`config.mk`:
```
export PLATFORM = sky130hd
export DESIGN_NAME = shift_exec_unit
export DESIGN_NICKNAME = d
export VERILOG_FILES = /design/src/rtl/shift_exec_unit.sv
export SDC_FILE = /design/constraint.sdc
export NUM_CORES = 1
export LEC_CHECK = 0
export ABC_AREA = 1
export CAP_MARGIN = 20
export CORE_UTILIZATION = 50
export CTS_BUF_LIST = sky130_fd_sc_hd__clkbuf_4 sky130_fd_sc_hd__clkbuf_8
export CTS_CLUSTER_SIZE = 14
export DETAILED_ROUTE_END_ITERATION = 8
export GPL_TIMING_DRIVEN = 0
export PLACE_DENSITY = 0.76
export SETUP_SLACK_MARGIN = 0.1
export SYNTH_ARGS = -nofsm -noshare
export SYNTH_HDL_FRONTEND = slang
export SYNTH_SLANG_ARGS = --single-unit
```
`constraint.sdc`:
```
create_clock -name clk -period 6 [get_ports clk]
set_input_delay 0.6 -clock clk [delete_from_list [all_inputs] [get_ports clk]]
set_output_delay 0.6 -clock clk [all_outputs]
set_load 0.02 [all_outputs]
```
`src/rtl/shift_exec_unit.sv`:
```
// Multi-cycle SLL/SRL/SRA unit: resolves one shift-amount bit per cycle (logarithmic),
// with valid/ready handshakes toward issue and writeback.
module shift_exec_unit #(
  parameter int XLEN = 32,
  parameter int SHW  = 5
) (
  input  logic            clk,
  input  logic            rst,
  input  logic            flush,
  input  logic            in_valid,
  output logic            in_ready,
  input  logic [1:0]      op,
  input  logic [XLEN-1:0] a,
  input  logic [SHW-1:0]  shamt,
  input  logic [4:0]      rd,
  output logic            out_valid,
  input  logic            out_ready,
  output logic [XLEN-1:0] result,
  output logic [4:0]      out_rd,
  output logic            busy
);

  localparam int STEP_W = $clog2(SHW);
  localparam logic [STEP_W-1:0] LAST_STEP = STEP_W'(SHW - 1);

  typedef enum logic [1:0] {IDLE, SHIFT, DONE} state_t;

  state_t            state;
  logic [STEP_W-1:0] step;
  logic [XLEN-1:0]   wreg;
  logic [1:0]        op_q;
  logic [SHW-1:0]    shamt_q;
  logic [4:0]        rd_q;
  logic              sign_q;

  // One logarithmic stage: shift by 2^k, filling with zeros or the captured sign.
  function automatic logic [XLEN-1:0] shift_step(input logic [XLEN-1:0] w,
                                                 input logic [1:0]      o,
                                                 input logic            s,
                                                 input logic [STEP_W-1:0] k);
    logic [SHW-1:0]  amt;
    logic [XLEN-1:0] fill;
    amt  = SHW'(1) << k;
    fill = s ? ~({XLEN{1'b1}} >> amt) : '0;
    case (o)
      2'b00:   return w << amt;
      2'b01:   return w >> amt;
      2'b10:   return (w >> amt) | fill;
      default: return w;
    endcase
  endfunction

  always_ff @(posedge clk or posedge rst) begin
    if (rst) begin
      state   <= IDLE;
      step    <= '0;
      wreg    <= '0;
      op_q    <= '0;
      shamt_q <= '0;
      rd_q    <= '0;
      sign_q  <= 1'b0;
    end else if (flush) begin
      state <= IDLE;
      step  <= '0;
    end else begin
      case (state)
        IDLE: begin
          if (in_valid) begin
            wreg    <= a;
            op_q    <= op;
            shamt_q <= shamt;
            rd_q    <= rd;
            sign_q  <= a[XLEN-1];
            step    <= '0;
            state   <= SHIFT;
          end
        end
        SHIFT: begin
          if (shamt_q[step]) wreg <= shift_step(wreg, op_q, sign_q, step);
          if (step == LAST_STEP) state <= DONE;
          else                   step  <= step + STEP_W'(1);
        end
        DONE: begin
          if (out_ready) state <= IDLE;
        end
        default: state <= IDLE;
      endcase
    end
  end

  assign in_ready  = (state == IDLE);
  assign busy      = (state != IDLE);
  assign out_valid = (state == DONE);
  assign result    = wreg;
  assign out_rd    = rd_q;

endmodule

```
==> results.md <==
STA:
- Setup violations remaining at the end of the flow were counted as 0.
- Setup repair after global routing left no endpoint under its margin.
- The smallest clock period supported by the final layout is computed as 3680 ps.
- The count of pins over their slew limit is 0.
- The max-slew headroom at the worst pin is 0.255.
- The maximum achievable frequency is 272 MHz.
- The number of failing hold endpoints at the final stage is 0.
- In the finished design, the share of the clock period the worst path needs comes to 0.613.
- The slew at the pin with the worst max-slew slack is 1110 ps.
- Across the routed clock network, the largest skew measured is 11.1 ps.
- The sum of negative setup slack is 0 ps.

Synthesis:
- The average footprint of a synthesized cell is 5.40 um2.
- After synthesis, the share of flip-flops with an asynchronous set or reset is 1.00.
- The synthesized netlist occupies a cell area of 6020 um2.
- The number of flip-flops and latches in the synthesized netlist is 50.
- By count the netlist is led by nand2_1 (413), nand3_1 (302), nor2_1 (93).
- After synthesis, the cell types taking the most area are nand2_1 (26%), nand3_1 (25%), dfrtp_1 (21%).
- The most frequent cell after synthesis is nand2_1.
- The number of enable flip-flop cells after synthesis is 0.
- The library cell with the largest summed area after synthesis is nand2_1.
- Of the synthesized area, sequential elements account for 0.208.
- The number of nets produced by synthesis is 1172.
- The Yosys warning count is 0.
- Of the post-synthesis cell area, the dominant cell type holds 0.257.
- For this run, the leading register cell type out of synthesis is dfrtp_1.
- The cell count after synthesis is 1115.
- The count of distinct cell types in the synthesized netlist is 33.

Placement:
- At the end of routability-driven placement, the weighted congestion stood at 1.17.
- The port buffer count is 88.
- Detailed placement finished with a half-perimeter wire length of 23.4 mm.
- The number of placed instances, taps included is 1347.
- The cell area reported after detailed placement is 7100 um2.

Power:
- Overall power consumption after layout is estimated at 3370 uW.
- The net switching component of the power is 2000 uW.
- The power share of the clock group is 0.068.
- In this run the static leakage power is 0.00360 uW.
- The share of total power dissipated in combinational logic is 0.732.
- The worst-case IR drop observed on VDD is 0.286 mV.
- The part of the power in registers is 0.200.
- Internal power comes to 1370 uW.
- Of the total power, the share spent switching nets is 0.593.
- The power per cell area is 469 nW/um2.

Drt:
- Wire segments on met2 add up to 11.8 mm in the final route.
- The detailed router used layers up to and including met4.
- The detail route stage leaves a number of antenna-violating nets equal to 0.
- The routed layout has 8767 vias.
- The first detailed-routing pass took 9 iterations.
- In the final routed layout, each cell accounts on average for 23.3 um.
- After detailed routing, the number of remaining DRC violations is 31.
- The ratio of routed vias to standard cells is 6.47.
- The iteration-0 DRC count of the detailed router is 1605.
- In the detailed route, the total length drawn on met3 is 5.69 mm.
- The detailed-route wire length is 31.6 mm.
- The routed metal-1 wire length is 11.4 mm.

Finish:
- In the final design database the tool counted 1268 nets.
- The final design area excluding fillers is 7200 um2.
- The fill cell instance count of the final layout is 1150.
- The repair_antennas step left the layout with diodes totalling 0.
- After the flow finishes, the layout carries non-filler instances totaling 1355.
- The area overhead of the layout relative to synthesis is 19.5%.
- The proportion of layout cells with a drive suffix above 1 is 0.0512.

Clock tree:
- The count of clock tree sinks is 50.
- The TritonCTS clock tree is yes.
- The number of levels in the clock H-tree is 2.
- Once the clock tree was built, the setup fixing pass inserted 0 buffers.
- The total of cells resized after clock tree synthesis is 0.
- For this design, the CTS-stage hold fixing added 0 buffers.
- The cell at the root of the clock tree is clkbuf_8.
- After clock tree synthesis, the clock-pin slew on the worst setup and hold paths is 110 ps.
- The deepest clock path buffer count is 2.
- Clock tree synthesis inserted a total of 5 buffers.
- The insertion delay of the later-clocked pin in the worst-skew pair is 340 ps.

Critical path:
- The data arrival time of the critical path is 3970 ps.
- In this run the worst path has a maximum fanout of 10.
- The setup path with the least slack is of type register to register.
- The worst setup path is launched from a register.
- The worst setup path is captured at a register.
- The critical path required time is 6290 ps.

Global route:
- The number of global-route vias before repair is 7973.
- The total routing usage reported by global routing is 0.513.
- Summed over all layers, the global routing overflow is 0.
- The first global-routing pass estimated 47.4 mm of wire.
- The maximum number of pins on one net before global-route repair is 28.
- The initial antenna violation count is 0.

Run:
- The number of maximum-capacitance violations is 0.

Floorplanning:
- The initial standard-cell utilization of the core is 0.521.
- The die height is 112 um.
- The I/O pin count is 89.
- The initialized floorplan defines 39 standard-cell rows.
- The die covers 12500 um2.
- The core region area is 11600 um2.
- The die width is 112 um.

Outcome:
- The checks that failed: DRC.
- The flow ran to the end, but the final reports show violations.

Hold path:
- The path class of the lowest-slack min-delay path is register to register.
## layout by cell type (no fill, tap or decap), types with 2 or more instances in the layout
| cell type | synthesis | routed |
|---|---|---|
| nand2_1 | 413 | 413 |
| nand3_1 | 302 | 302 |
| nor2_1 | 93 | 93 |
| clkdlybuf4s50_1 | 0 | 88 |
| inv_1 | 54 | 53 |
| dfrtp_1 | 50 | 50 |
| clkbuf_1 | 31 | 31 |
| o21ai_0 | 26 | 26 |
| a21oi_1 | 24 | 24 |
| buf_2 | 22 | 22 |
| o21ai_1 | 21 | 21 |
| inv_2 | 10 | 11 |
| buf_1 | 9 | 9 |
| mux2_2 | 9 | 9 |
| ha_1 | 8 | 8 |
| o211ai_1 | 7 | 7 |
| nand4_1 | 5 | 5 |
| nor3_1 | 5 | 5 |
| clkbuf_8 | 0 | 5 |
| nor2_2 | 3 | 3 |
| buf_4 | 3 | 3 |
| nand2_2 | 3 | 3 |
| nand3b_1 | 3 | 3 |
| a31oi_1 | 2 | 2 |
| o22ai_1 | 2 | 2 |
| inv_6 | 0 | 2 |
## area by class of cell
class / instances / area [um2] / area share
timing repair buffer: 89 / 901 / 0.125
multi-input combinational: 935 / 4240 / 0.590
clock buffer: 5 / 68.8 / 0.00956
inverter: 65 / 244 / 0.0339
tap: 143 / 179 / 0.0249
sequential: 50 / 1250 / 0.174
clock inverter: 3 / 26.3 / 0.00365
buffer: 65 / 283 / 0.0393
## power by group through the flow
stage                     Combinational (uW)  Clock [uW]  Sequential (uW)
after detailed placement                2320           0              669
final                                   2470         228              676
after global routing                    2640         238              678
after floorplan                         1390           0              731
after CTS                               2330         229              663
after global placement                  2310           0              663
## kinds of logic after synthesis
group                      Yosys count  synth area share
and+or+nand+nor                    829             0.589
buffers and inverters              130            0.0875
DFF                                 50             0.208
muxes                                9            0.0168
AOI/OAI and AO/OA                   89            0.0825
adders and majority gates            8            0.0166
## per-stage QoR
stage | hold slack (ps) | setup WS [ps] | util
2_1_floorplan | 479 | 3770 | -
3_3_place_gp | 487 | 2730 | 0.612
3_5_place_dp | 494 | 2700 | 0.614
4_1_cts | 520 | 2680 | 0.622
5_1_grt | 537 | 2360 | 0.622
6_report | 517 | 2320 | 0.622
## sequential cells by signal (all words and copies together), names as in the netlist
signal and cells:
op_q 2, out_rd 5, result 32, shamt_q 5, sign_q 1, state 2
step 3
## metal layers
| layer | track usage | vias up |
|---|---|---|
| met4 | 0.342 | 0 |
| met3 | 0.251 | 238 |
| met1 | 0.648 | 3817 |
| li1 | - | 3871 |
| met5 | 0 | - |
| met2 | 0.682 | 841 |
## critical path: stages (launching register included)
cell and delay (ps):
dfrtp_1 480, inv_2 140, buf_2 220, ha_1 220, clkbuf_1 180, inv_2 190
nand2_1 90, nor2_1 770, inv_1 580, o31ai_2 500, nand2_1 150, nand2_1 100
## worst paths after layout
kind	startpoint	end	slack, ps	depth (start not counted)
setup / recovery	step[2]	result[31]	2320	11
hold / removal	out_rd[0]	out_rd[0]	520	1
setup reg to reg	step[2]	result[31]	2320	11
hold reg to reg	out_rd[0]	out_rd[0]	520	1
max in group asynchronous	rst	result[22]	4790	3
min in group asynchronous	rst	out_rd[4]	640	2
Power figures use the tool's default switching activity.
